<file path="config.mk">
export PLATFORM = sky130hd
export DESIGN_NAME = twiddle_mul_stage4
export DESIGN_NICKNAME = d
export VERILOG_FILES = /design/src/rtl/twiddle_mul_stage4.sv
export SDC_FILE = /design/constraint.sdc
export NUM_CORES = 2
export LEC_CHECK = 0
export ABC_AREA = 0
export CAP_MARGIN = 0
export CELL_PAD_IN_SITES_DETAIL_PLACEMENT = 1
export CELL_PAD_IN_SITES_GLOBAL_PLACEMENT = 2
export CORE_ASPECT_RATIO = 0.8
export CORE_MARGIN = 5
export CORE_UTILIZATION = 44
export DETAILED_ROUTE_END_ITERATION = 12
export PLACE_DENSITY_LB_ADDON = 0.1
export SLEW_MARGIN = 20
export SYNTH_ARGS = -nofsm -noshare
export SYNTH_HDL_FRONTEND = slang
export SYNTH_SLANG_ARGS = --single-unit
</file>
<file path="constraint.sdc">
create_clock -name clk -period 13.21 [get_ports clk]
set_input_delay 1.9815 -clock clk [delete_from_list [all_inputs] [get_ports clk]]
set_output_delay 1.9815 -clock clk [all_outputs]
set_load 0.02 [all_outputs]
</file>
<file path="src/rtl/twiddle_mul_stage4.sv">
// ---------------------------------------------------------------------------
// twiddle_mul_stage4
//
// Twiddle-factor multiplier for the radix stage that works on 32-sample
// frames. Each incoming complex sample is multiplied by a twiddle factor
// taken from an external 4-entry ROM. The index is driven out on
// rom_4_counter and the twiddle comes back combinationally on w_r/w_i.
// Samples whose frame position has bit 2 clear use index 0, which the ROM
// holds as 1.0 (128 + j0), so they pass through unchanged.
//
// Pipeline (fixed 3-cycle latency, no backpressure):
//   stage 1 : register the sample, the ROM twiddle and the valid/last flags
//   stage 2 : register the four 25-bit partial products
//   stage 3 : combine to re/im, scale by >>>7, saturate to 16 bits
//
// Ports
//   clk            rising-edge clock
//   rst            synchronous active-high reset
//   in_valid       input sample qualifier
//   in_start       first sample of a frame (used only with in_valid)
//   in_r, in_i     signed 16-bit input sample
//   rom_4_counter  twiddle ROM index
//   w_r, w_i       signed Q1.7 twiddle from the ROM
//   out_valid      output sample qualifier
//   out_last       marks the 32nd output sample of a frame
//   out_r, out_i   signed 16-bit product, held while out_valid is low
//
// Build option
//   TWIDDLE_ROUND_EN : add 64 before the >>>7 (round half up). When the
//                      macro is not defined, the shift truncates toward
//                      minus infinity.
// ---------------------------------------------------------------------------
module twiddle_mul_stage4 (
    input  logic               clk,
    input  logic               rst,
    input  logic               in_valid,
    input  logic               in_start,
    input  logic signed [15:0] in_r,
    input  logic signed [15:0] in_i,
    output logic [1:0]         rom_4_counter,
    input  logic signed [8:0]  w_r,
    input  logic signed [8:0]  w_i,
    output logic               out_valid,
    output logic               out_last,
    output logic signed [15:0] out_r,
    output logic signed [15:0] out_i
);

    // -----------------------------------------------------------------------
    // Frame position counter
    // -----------------------------------------------------------------------
    logic [4:0] cnt_q, cnt_d;
    logic [4:0] cnt_eff;

    // in_start forces the current sample to position 0, whatever count
    // was in progress.
    always_comb begin
        cnt_eff = (in_valid && in_start) ? 5'd0 : cnt_q;
        cnt_d   = in_valid ? (cnt_eff + 5'd1) : cnt_q;
    end

    assign rom_4_counter = cnt_eff[2] ? cnt_eff[1:0] : 2'd0;

    always_ff @(posedge clk) begin
        if (rst) begin
            cnt_q <= 5'd0;
        end else begin
            cnt_q <= cnt_d;
        end
    end

    // -----------------------------------------------------------------------
    // Stage 1: sample + twiddle capture
    // -----------------------------------------------------------------------
    logic               s1_valid_q, s1_last_q;
    logic signed [15:0] s1_r_q, s1_i_q;
    logic signed [8:0]  s1_wr_q, s1_wi_q;

    always_ff @(posedge clk) begin
        if (rst) begin
            s1_valid_q <= 1'b0;
            s1_last_q  <= 1'b0;
            s1_r_q     <= '0;
            s1_i_q     <= '0;
            s1_wr_q    <= '0;
            s1_wi_q    <= '0;
        end else begin
            s1_valid_q <= in_valid;
            s1_last_q  <= in_valid && (cnt_eff == 5'd31);
            s1_r_q     <= in_r;
            s1_i_q     <= in_i;
            s1_wr_q    <= w_r;
            s1_wi_q    <= w_i;
        end
    end

    // -----------------------------------------------------------------------
    // Stage 2: partial products
    // -----------------------------------------------------------------------
    logic signed [24:0] rr_d, ii_d, ri_d, ir_d;
    logic signed [24:0] rr_q, ii_q, ri_q, ir_q;
    logic               s2_valid_q, s2_last_q;

    // 16x9 signed fits in 25 bits; the largest magnitude is
    // (-32768)*(-256) = 2^23.
    always_comb begin
        rr_d = 25'(s1_r_q) * 25'(s1_wr_q);
        ii_d = 25'(s1_i_q) * 25'(s1_wi_q);
        ri_d = 25'(s1_r_q) * 25'(s1_wi_q);
        ir_d = 25'(s1_i_q) * 25'(s1_wr_q);
    end

    always_ff @(posedge clk) begin
        if (rst) begin
            s2_valid_q <= 1'b0;
            s2_last_q  <= 1'b0;
            rr_q       <= '0;
            ii_q       <= '0;
            ri_q       <= '0;
            ir_q       <= '0;
        end else begin
            s2_valid_q <= s1_valid_q;
            s2_last_q  <= s1_last_q;
            rr_q       <= rr_d;
            ii_q       <= ii_d;
            ri_q       <= ri_d;
            ir_q       <= ir_d;
        end
    end

    // -----------------------------------------------------------------------
    // Stage 3: combine, scale, saturate
    // -----------------------------------------------------------------------
    logic signed [25:0] re_sum, im_sum;
    logic signed [25:0] re_sh, im_sh;
    logic signed [15:0] re_sat, im_sat;

    always_comb begin
        re_sum = 26'(rr_q) - 26'(ii_q);
        im_sum = 26'(ri_q) + 26'(ir_q);
`ifdef TWIDDLE_ROUND_EN
        re_sh = (re_sum + 26'sd64) >>> 7;
        im_sh = (im_sum + 26'sd64) >>> 7;
`else
        re_sh = re_sum >>> 7;
        im_sh = im_sum >>> 7;
`endif
        if (re_sh > 26'sd32767) begin
            re_sat = 16'sh7FFF;
        end else if (re_sh < -26'sd32768) begin
            re_sat = 16'sh8000;
        end else begin
            re_sat = re_sh[15:0];
        end
        if (im_sh > 26'sd32767) begin
            im_sat = 16'sh7FFF;
        end else if (im_sh < -26'sd32768) begin
            im_sat = 16'sh8000;
        end else begin
            im_sat = im_sh[15:0];
        end
    end

    logic               out_valid_q, out_last_q;
    logic signed [15:0] out_r_q, out_i_q;

    always_ff @(posedge clk) begin
        if (rst) begin
            out_valid_q <= 1'b0;
            out_last_q  <= 1'b0;
            out_r_q     <= '0;
            out_i_q     <= '0;
        end else begin
            out_valid_q <= s2_valid_q;
            out_last_q  <= s2_last_q;
            // Data is held through bubbles.
            if (s2_valid_q) begin
                out_r_q <= re_sat;
                out_i_q <= im_sat;
            end
        end
    end

    assign out_valid = out_valid_q;
    assign out_last  = out_last_q;
    assign out_r     = out_r_q;
    assign out_i     = out_i_q;

endmodule

</file>
==> flow_summary.json <==
{
  "synthCells": 2949,
  "routedWlPerCell_um": 18.70,
  "yosysSeqAreaShare_pct": 14.35,
  "die_area_um2": 66270,
  "peakVddDrop_mv": 0.09762,
  "hold_buffers": 0,
  "synth_cell_types": 74,
  "clk_path_buf_depth": 2,
  "h-tree-depth": 4,
  "rsz0062_at_grt": "false",
  "clock_sinks": 193,
  "finalHoldViolCount": 0,
  "min_period_over_period_pct": 53.40,
  "hpwl_um": 55040,
  "io_pins": 90,
  "skew_ns": 0.01860,
  "power_density_nw_per_um2": 107.8,
  "drive_gt1_share_pct": 3.350,
  "antenna_left": 0,
  "power.total_mw": 3.159,
  "cts_resized": 0,
  "core_area_um2": 60910,
  "slew_violations": 0,
  "finalNonFillerCells": 3815,
  "drcViolationCount": 0,
  "start_util_pct": 44.21,
  "cts_setup_buffers": 0,
  "syn_area_per_cell_um2": 9.130,
  "place.port_buffers": 89,
  "grt_max_degree": 70,
  "num_vias": 19930,
  "root_buffer": "clkbuf_16",
  "maxCapViolCount": 0,
  "synthToLayoutAreaGrowth_pct": 8.866,
  "power_leakage_nw": 14.74,
  "routed_via_density": 5.224,
  "fillers": 6962,
  "nets": 3760,
  "dp_cells": 3783,
  "tns_ns": 0,
  "synth_top_flop_cell": "dfxtp_1",
  "antennaDiodeCount": 0,
  "grt_antenna_before_repair": 2,
  "synth-warning-count": 0,
  "synth_edf_count": 0,
  "firstDrtPassIters": 5,
  "cp_data_required_time_ns": 13.57,
  "num_rows": 81,
  "drt-initial-drc-count": 961,
  "hold_slack_ns": 0.4434,
  "grt_pass1_vias": 22060,
  "die_y_um": 231.3,
  "max_freq_ghz": 0.1418,
  "cts_tree": "yes",
  "synthesis.area_um2": 26930,
  "synthArstFlopShare_pct": 0,
  "cp-end-kind": "flip-flop",
  "crit_arrival_ns": 7.41,
  "tightest_slew_ns": 1.079,
  "grt-ovfl-total": 0,
  "grt_first_pass_wirelength_um": 119800,
  "critPathKind": "flip-flop to flip-flop",
  "clk_latency_ns": 0.51,
  "worstSetupStartpointType": "flip-flop",
  "critPathMaxFanout": 18,
  "die_w_um": 286.6,
  "max_slew_margin_pct": 26.23,
  "clk_pin_slew_ns": 0.09,
  "grt_use_total_pct": 22.68,
  "setup_viol": 0,
  "synth-seq-cells": 193,
  "drt-total-wl_um": 71350,
  "period_needed_ns": 7.055,
  "status": "completed",
  "gp_congestion": 0.7860,
  "min_path_type": "flip-flop to flip-flop",
  "cts_buffers": 17,
  "syn_nets": 3737
}
## registers in the layout, indices dropped and copies added (netlist names)
signal,cells
rr_q,25
out_r,16
s2_last_q,1
ri_q,25
s1_i_q,16
out_last,1
s2_valid_q,1
s1_last_q,1
s1_wi_q,9
out_i,16
cnt_q,5
out_valid,1
s1_valid_q,1
s1_r_q,16
s1_wr_q,9
ii_q,25
ir_q,25
## cells by family after synthesis
logic type	synth area share, %
xor gates and xnor gates	3.513
DFF	14.35
AOI/OAI and AO/OA	7.124
buffers and inverters	8.146
muxes	0.2742
and+or+nand+nor	19.21
adders and majority gates	47.38
## cell type report
type	count	area (um2)	share of cell area, %
tap	830	1039	3.543
sequential	193	3864	13.18
multi-input combinational	2175	20880	71.23
inverter	451	1693	5.775
clock inverter	15	182.7	0.6232
clock buffer	17	425.4	1.451
timing repair buffer	134	1230	4.196
## report_power, final
group	internal (mW)	switching, mW	total, mW
combinational	0.739	1.09	1.83
sequential	0.693	0.0717	0.765
clock	0.258	0.311	0.568
total	1.69	1.47	3.16
## critical path, stage by stage, from the launching register on
cell and delay (ns):
dfxtp_1 0.93, nand2_1 0.18, fa_1 0.54, inv_1 0.05, fa_1 0.50, inv_1 0.06
fa_1 0.52, inv_1 0.05, fa_1 0.38, fa_1 0.47, ha_1 0.28, inv_1 0.10
o21bai_1 0.14, a2111oi_0 0.87, o31ai_1 0.27, o41ai_1 0.87, nor2_1 0.18, o221ai_1 0.28
xor2_1 0.18, nor2_1 0.06
## cells in the mapped netlist (5+ instances only)
| cell | instances | share of area [%] |
|---|---|---|
| a21o_1 | 26 | 0.72 |
| and3b_1 | 6 | 0.20 |
| nor2_1 | 211 | 2.9 |
| nor3b_1 | 7 | 0.20 |
| o211ai_1 | 6 | 0.17 |
| xnor2_1 | 72 | 2.3 |
| nand2_1 | 335 | 4.7 |
| buf_1 | 5 | 0.070 |
| nand3_1 | 32 | 0.59 |
| a211oi_1 | 17 | 0.47 |
| nand4_1 | 5 | 0.12 |
| nor4_1 | 10 | 0.23 |
| o21bai_1 | 13 | 0.36 |
| and3_1 | 7 | 0.16 |
| ha_1 | 258 | 12 |
| o311ai_0 | 6 | 0.20 |
| clkbuf_1 | 122 | 1.7 |
| a2111oi_0 | 13 | 0.42 |
| fa_1 | 476 | 35 |
| a311oi_1 | 7 | 0.23 |
| nand2b_1 | 24 | 0.56 |
| or2_2 | 5 | 0.12 |
| a22oi_1 | 12 | 0.33 |
| xor2_1 | 36 | 1.2 |
| nor2b_1 | 94 | 2.2 |
| inv_1 | 449 | 6.3 |
| a31oi_1 | 14 | 0.33 |
| a21oi_1 | 60 | 1.1 |
| dfxtp_1 | 193 | 14 |
| o21a_1 | 9 | 0.25 |
| nor3_1 | 37 | 0.69 |
| o21ai_0 | 49 | 0.91 |
| and2_1 | 255 | 5.9 |
| or3_1 | 6 | 0.14 |
## cells in the final DEF (no fill, tap or decap), types with 7 or more instances in the layout
master	netlist	layout
and2_1	255	255
a22oi_1	12	12
nor2b_1	94	94
a31oi_1	14	14
fa_1	476	476
nand2_1	335	335
o21ai_0	49	49
a211oi_1	17	16
a2111oi_0	13	13
xor2_1	36	36
dfxtp_1	193	193
o21bai_1	13	13
a311oi_1	7	7
clkdlybuf4s50_1	0	88
nor3_1	37	37
nor3b_1	7	7
inv_1	449	449
and3_1	7	7
nand2b_1	24	24
ha_1	258	258
nand3_1	32	32
a21o_1	26	26
nor2_1	211	211
o21a_1	9	9
a21oi_1	60	60
nor4_1	10	10
clkbuf_16	0	17
xnor2_1	72	72
buf_4	1	45
## final timing paths
kind / cells after the start / slack [ns] / from / to
max: 19 / 6.16 / s1_r_q[6]$_SDFF_PP0_ / rr_q[23]$_SDFF_PP0_
min: 1 / 0.44 / s1_last_q$_SDFF_PP0_ / s2_last_q$_SDFF_PP0_
max reg2reg: 19 / 6.16 / s1_r_q[6]$_SDFF_PP0_ / rr_q[23]$_SDFF_PP0_
min reg2reg: 1 / 0.44 / s1_last_q$_SDFF_PP0_ / s2_last_q$_SDFF_PP0_
## through the flow
stage | area [um2] | utilization (%) | worst slack, ns
after floorplan | 26930 | - | 7.305
after global placement | 28700 | 47.12 | 6.487
after detailed placement | 28700 | 47.12 | 6.292
after CTS | 29310 | 48.12 | 6.233
after global routing | 29310 | 48.13 | 5.766
final | 29310 | 48.13 | 6.155
## per-layer routing
layer	vias to the layer above	wire length [um]	GRT usage, %
li1	9245	-	-
met1	10320	35560	34.13
met2	319	32160	35.39
met3	48	2520	2.832
met4	0	1104	4.649
met5	-	0	0
Note: power is estimated with default switching activity, not from simulation.
==> patch 1: new RTL, same settings <==
The option `TWIDDLE_ROUND_EN` is turned on by a define.
--- a/src/rtl/twiddle_mul_stage4.sv
+++ b/src/rtl/twiddle_mul_stage4.sv
@@ -30,6 +30,8 @@
 //                      macro is not defined, the shift truncates toward
 //                      minus infinity.
 // ---------------------------------------------------------------------------
+`define TWIDDLE_ROUND_EN
+
 module twiddle_mul_stage4 (
     input  logic               clk,
     input  logic               rst,
Function: changed (Yosys sat finds a counterexample within 4 cycles, from zero or initial values and one cycle with rst high).
==> patch 1 against the original RTL <==
  * Worst setup slack improved by 33 ps
  * Sequential cell count did not move
  * Routed wire length fell by 2.1%
  * Power rose by 0.57%
  * Design area rose by 0.35%
  * Critical path depth fell by 4
  * Area after synthesis rose by 0.82%
  * Via count fell by 2.2%
  * Clock skew fell by 3.6 ps
  * Critical endpoint is now ri_q[24]$_SDFF_PP0_
  * Largest cell class unchanged
  * Highest routed layer is now met5
==> patch 1: results (changes against the original RTL) <==
- The worst supply voltage drop on vdd was 0.0000993 V (was 0.0000976 V).
* Top cells by count, synth: sky130_fd_sc_hd__fa_1, sky130_fd_sc_hd__inv_1, sky130_fd_sc_hd__ha_1 (was sky130_fd_sc_hd__fa_1, sky130_fd_sc_hd__inv_1, sky130_fd_sc_hd__nand2_1)
- Mux cell area share after synthesis: 0.00152 (was 0.00274)
- The number of DRC markers after the initial detailed-route iteration is 755 (was 961).
* Max FO, Critical Path: 28 (was 18)
- The beginning of the worst hold path is s1_last_q$_SDFF_PP0_ (unchanged).
- Total cell area at the placement stage: 0.0288 mm² (was 0.0287 mm²)
- Static leakage: 15.0 nW (was 14.7 nW)
- The number of antenna violations at the first check in global routing is 1 (was 2).
* Half-perimeter wire length after detailed placement: 52.9 mm (was 55.0 mm)
* Share of cells above drive strength 1: 0.0352 (was 0.0335)
- The vias after detailed routing was 19500 (was 19900).
- Internal reg-to-reg setup slack: 6190 ps (was 6160 ps)
- Arr. time, crit path: 7470 ps (was 7410 ps)
- The pin count of the biggest net entering global routing was 76 (was 70).
- Sequential fraction of the synthesis area: 0.142 (was 0.143)
- The adder and majority cell fraction of the synthesized area is 0.491 (was 0.474).
- The first-pass GRT wire length came to 118 mm (was 120 mm).
- Worst Hold Depth: 1 (unchanged)
* Number of distinct standard cells referenced by the synthesized netlist: 73 (was 74)
- The worst-case headroom to the max-slew limit is 0.265 (was 0.262).
- Run status: finished, final reports clean (unchanged)
* Gr usage total: 0.222 (was 0.227)
- Via count of the first global-routing pass: 21700 (was 22100)
* Total wirelength of the detailed-routed design: 69.8 mm (was 71.3 mm)
* Internal power consumption: 1.72 mW (was 1.69 mW)
- The cell at the root of the clock tree is sky130_fd_sc_hd__clkbuf_16 (unchanged).
- The routability-driven placement congestion ratio was 0.776 (was 0.786).
- The area fraction in compound gates after synthesis is 0.0711 (was 0.0712).
- Worst reg2reg path startpoint: s1_wi_q[8]$_SDFF_PP0_ (was s1_r_q[6]$_SDFF_PP0_)
* Fillcell total: 6980 (was 6962)
- The synthesized net count was 3729 (was 3737).
* R2R depth: 15 (was 19)
* Setup clock skew after layout: 15.0 ps (was 18.6 ps)
## patch 1: cell count changes in the layout (fill, tap and decap cells not counted), moves of 15 or more
cell,unedited run,this run
sky130_fd_sc_hd__nor2_1,211,193
sky130_fd_sc_hd__inv_1,449,424
sky130_fd_sc_hd__xor2_1,36,51
sky130_fd_sc_hd__nand2_1,335,296
sky130_fd_sc_hd__a21oi_1,60,75
sky130_fd_sc_hd__ha_1,258,304
sky130_fd_sc_hd__and2_1,255,273
## patch 1: layer usage
metal  track usage  routed length (µm)
met5             0                  13
met4        0.0359                 621
met3        0.0278                2770
met2         0.349               31300
met1         0.335               35100
## patch 1: cells by family (layout without fill, tap and decap cells)
family                     after synthesis  count (layout)
muxes                                    4               4
xor gates and xnor gates               123             123
DFF                                    193             193
AOI/OAI and AO/OA                      278             278
adders and majority gates              780             780
other                                    0               1
and+or+nand+nor                        968             968
buffers and inverters                  549             577
## patch 1: cell type report
| type | count | area share |
|---|---|---|
| clock inverters | 14 | 0.00536 |
| flip-flops and latches | 193 | 0.131 |
| inverters | 426 | 0.0544 |
| clock buffers | 17 | 0.0145 |
| repair buffers | 120 | 0.0382 |
| well taps | 830 | 0.0353 |
| diodes | 1 | 0.0000851 |
| multi-input cells | 2153 | 0.721 |
## patch 1: power groups by stage
stage	registers [mW]	logic [mW]	clock network, mW
3_5_place_dp	0.756	1.88	0
2_1_floorplan	0.740	1.40	0
4_1_cts	0.744	1.90	0.579
3_3_place_gp	0.753	1.81	0
5_1_grt	0.753	2.15	0.600
6_report	0.742	1.88	0.554
## patch 1: worst paths after layout
check / to
max: ri_q[24]$_SDFF_PP0_
min: s2_last_q$_SDFF_PP0_
max reg2reg: ri_q[24]$_SDFF_PP0_
min reg2reg: s2_last_q$_SDFF_PP0_
## patch 1: worst max-delay path, stage by stage, from the launching register on
cell and delay (ps):
sky130_fd_sc_hd__dfxtp_1 710, sky130_fd_sc_hd__clkinv_1 1050, sky130_fd_sc_hd__nor2_1 420, sky130_fd_sc_hd__fa_1 490
sky130_fd_sc_hd__fa_1 510, sky130_fd_sc_hd__fa_1 430, sky130_fd_sc_hd__fa_1 460, sky130_fd_sc_hd__ha_1 290
sky130_fd_sc_hd__ha_1 310, sky130_fd_sc_hd__a2111oi_0 140, sky130_fd_sc_hd__o41ai_2 540, sky130_fd_sc_hd__nand2_1 180
sky130_fd_sc_hd__a311oi_1 630, sky130_fd_sc_hd__a21oi_1 190, sky130_fd_sc_hd__or4b_1 540, sky130_fd_sc_hd__nand3_1 70
## patch 1: per-stage QoR
stage | instances | utilization | setup slack, ps
finish | 3754 | 0.481 | 6190
global route | 3753 | 0.481 | 5810
CTS | 3753 | 0.481 | 6270
detailed placement | 3722 | 0.472 | 6360
global placement | 3722 | 0.472 | 6560
floorplan | 2895 | - | 7580
==> patch 2: new RTL, config.mk and constraints unchanged <==
Without the edit above. Make the reset (`rst`) asynchronous in 4 clocked blocks. Comments in the files are not updated.
--- a/src/rtl/twiddle_mul_stage4.sv
+++ b/src/rtl/twiddle_mul_stage4.sv
@@ -61,7 +61,7 @@
 
     assign rom_4_counter = cnt_eff[2] ? cnt_eff[1:0] : 2'd0;
 
-    always_ff @(posedge clk) begin
+    always_ff @(posedge clk or posedge rst) begin
         if (rst) begin
             cnt_q <= 5'd0;
         end else begin
@@ -76,7 +76,7 @@
     logic signed [15:0] s1_r_q, s1_i_q;
     logic signed [8:0]  s1_wr_q, s1_wi_q;
 
-    always_ff @(posedge clk) begin
+    always_ff @(posedge clk or posedge rst) begin
         if (rst) begin
             s1_valid_q <= 1'b0;
             s1_last_q  <= 1'b0;
@@ -110,7 +110,7 @@
         ir_d = 25'(s1_i_q) * 25'(s1_wr_q);
     end
 
-    always_ff @(posedge clk) begin
+    always_ff @(posedge clk or posedge rst) begin
         if (rst) begin
             s2_valid_q <= 1'b0;
             s2_last_q  <= 1'b0;
@@ -164,7 +164,7 @@
     logic               out_valid_q, out_last_q;
     logic signed [15:0] out_r_q, out_i_q;
 
-    always_ff @(posedge clk) begin
+    always_ff @(posedge clk or posedge rst) begin
         if (rst) begin
             out_valid_q <= 1'b0;
             out_last_q  <= 1'b0;
Check against the original RTL: not equivalent (a bounded check fails within 4 cycles, from zero or initial values and one cycle with rst high; the reset may be asserted at any time).
==> patch 2 against the original RTL <==
  * Final cell count is 8.3% lower
  * Clock skew fell by 5.9 ps
  * Critical path depth is 3 higher
  * Sequential cell count unchanged
  * Synthesized cell count shrank 9.6%
  * Worst setup slack better by 320 ps
  * Area after synthesis shrank 0.80%
  * Routed wire length increased by 0.40%
  * Design area is 0.96% lower
  * Largest cell class unchanged
  * Highest routed layer is now met5
Power is not compared: it rests on default switching activity, and its combinational part moved more than twofold at a synthesized area within 25%.
==> patch 2: results (changes against the original RTL) <==
- The number of multi-input logic gates is 1908 (was 2175).
- The non-clock buffer instance count of the final layout is 125 (was 134).
- Top cells by count, synth: sky130_fd_sc_hd__fa_1, sky130_fd_sc_hd__inv_1, sky130_fd_sc_hd__nand2_1 (unchanged).
* GR Util met3: 0.0294 (was 0.0283)
- The multi-input logic area is 0.0197 mm² (was 0.0209 mm²).
- The achievable clock frequency was 0.148 GHz (was 0.142 GHz).
- The critical path's largest stage delay is 880 ps (was 930 ps).
- Critical-path top delay cell: sky130_fd_sc_hd__dfrtp_1 (was sky130_fd_sc_hd__dfxtp_1)
* Hold EP: s2_valid_q$_DFF_PP0_ (was s2_last_q$_SDFF_PP0_)
* Register area: 0.00483 mm² (was 0.00386 mm²)
- Area contributors post-synth: sky130_fd_sc_hd__fa_1, sky130_fd_sc_hd__dfrtp_1, sky130_fd_sc_hd__ha_1 (was sky130_fd_sc_hd__fa_1, sky130_fd_sc_hd__dfxtp_1, sky130_fd_sc_hd__ha_1).
- Run status: finished, final reports clean (unchanged).
* Endpoint of the most critical register-to-register path: ri_q[23]$_DFF_PP0_ (was rr_q[23]$_SDFF_PP0_)
- Detail Route met3 WL: 2.13 mm (was 2.52 mm)
* Arithmetic-cell share of the synthesized area counting full adders, half adders and majority gates: 0.478 (was 0.474)
- Global-route wire length before repair: 118 mm (was 120 mm)
- DR WL met2: 33.5 mm (was 32.2 mm)
* Hold path startpoint: s1_valid_q$_DFF_PP0_ (was s1_last_q$_SDFF_PP0_)
- DRC violation total after the first TritonRoute iteration: 808 (was 961)
- The area fraction in compound gates after synthesis came to 0.0714 (was 0.0712).
- The pin count of the biggest net entering global routing was 79 (was 70).
- The share of final layout cell area taken by non-clock buffers is 0.0400 (was 0.0420).
- Half-perimeter wire length after detailed placement: 55.4 mm (was 55.0 mm)
- Sequential fraction of the synthesis area: 0.181 (was 0.143)
* Mux cell area share after synthesis: 0.000843 (was 0.00274)
- The all-layer global routing usage is 0.230 (was 0.227).
==> patch 2: changes by cell type in the layout (fill, tap and decap cells not counted), moves of 12 or more <==
cell / change
sky130_fd_sc_hd__a2111oi_0: -12
sky130_fd_sc_hd__dfrtp_1: +192
sky130_fd_sc_hd__dfxtp_1: -193
sky130_fd_sc_hd__nand2_1: -29
sky130_fd_sc_hd__nand3_1: -17
sky130_fd_sc_hd__nor2_1: -98
sky130_fd_sc_hd__nor2b_1: -76
sky130_fd_sc_hd__o21ai_0: -17
sky130_fd_sc_hd__xnor2_1: +30
==> patch 2: per-stage QoR <==
step	cells	area (µm²)
floorplan	2667	26700
global placement	3467	28400
detailed placement	3467	28400
CTS	3499	29000
global route	3499	29000
finish	3499	29000
==> patch 2: power groups by stage <==
stage	combinational, mW	clock [mW]	sequential [mW]
after floorplan	4.41	0	1.02
after global placement	5.88	0	1.05
after detailed placement	6.08	0	1.05
after CTS	6.14	0.576	1.04
after global routing	6.88	0.595	1.06
final	6.08	0.557	1.04
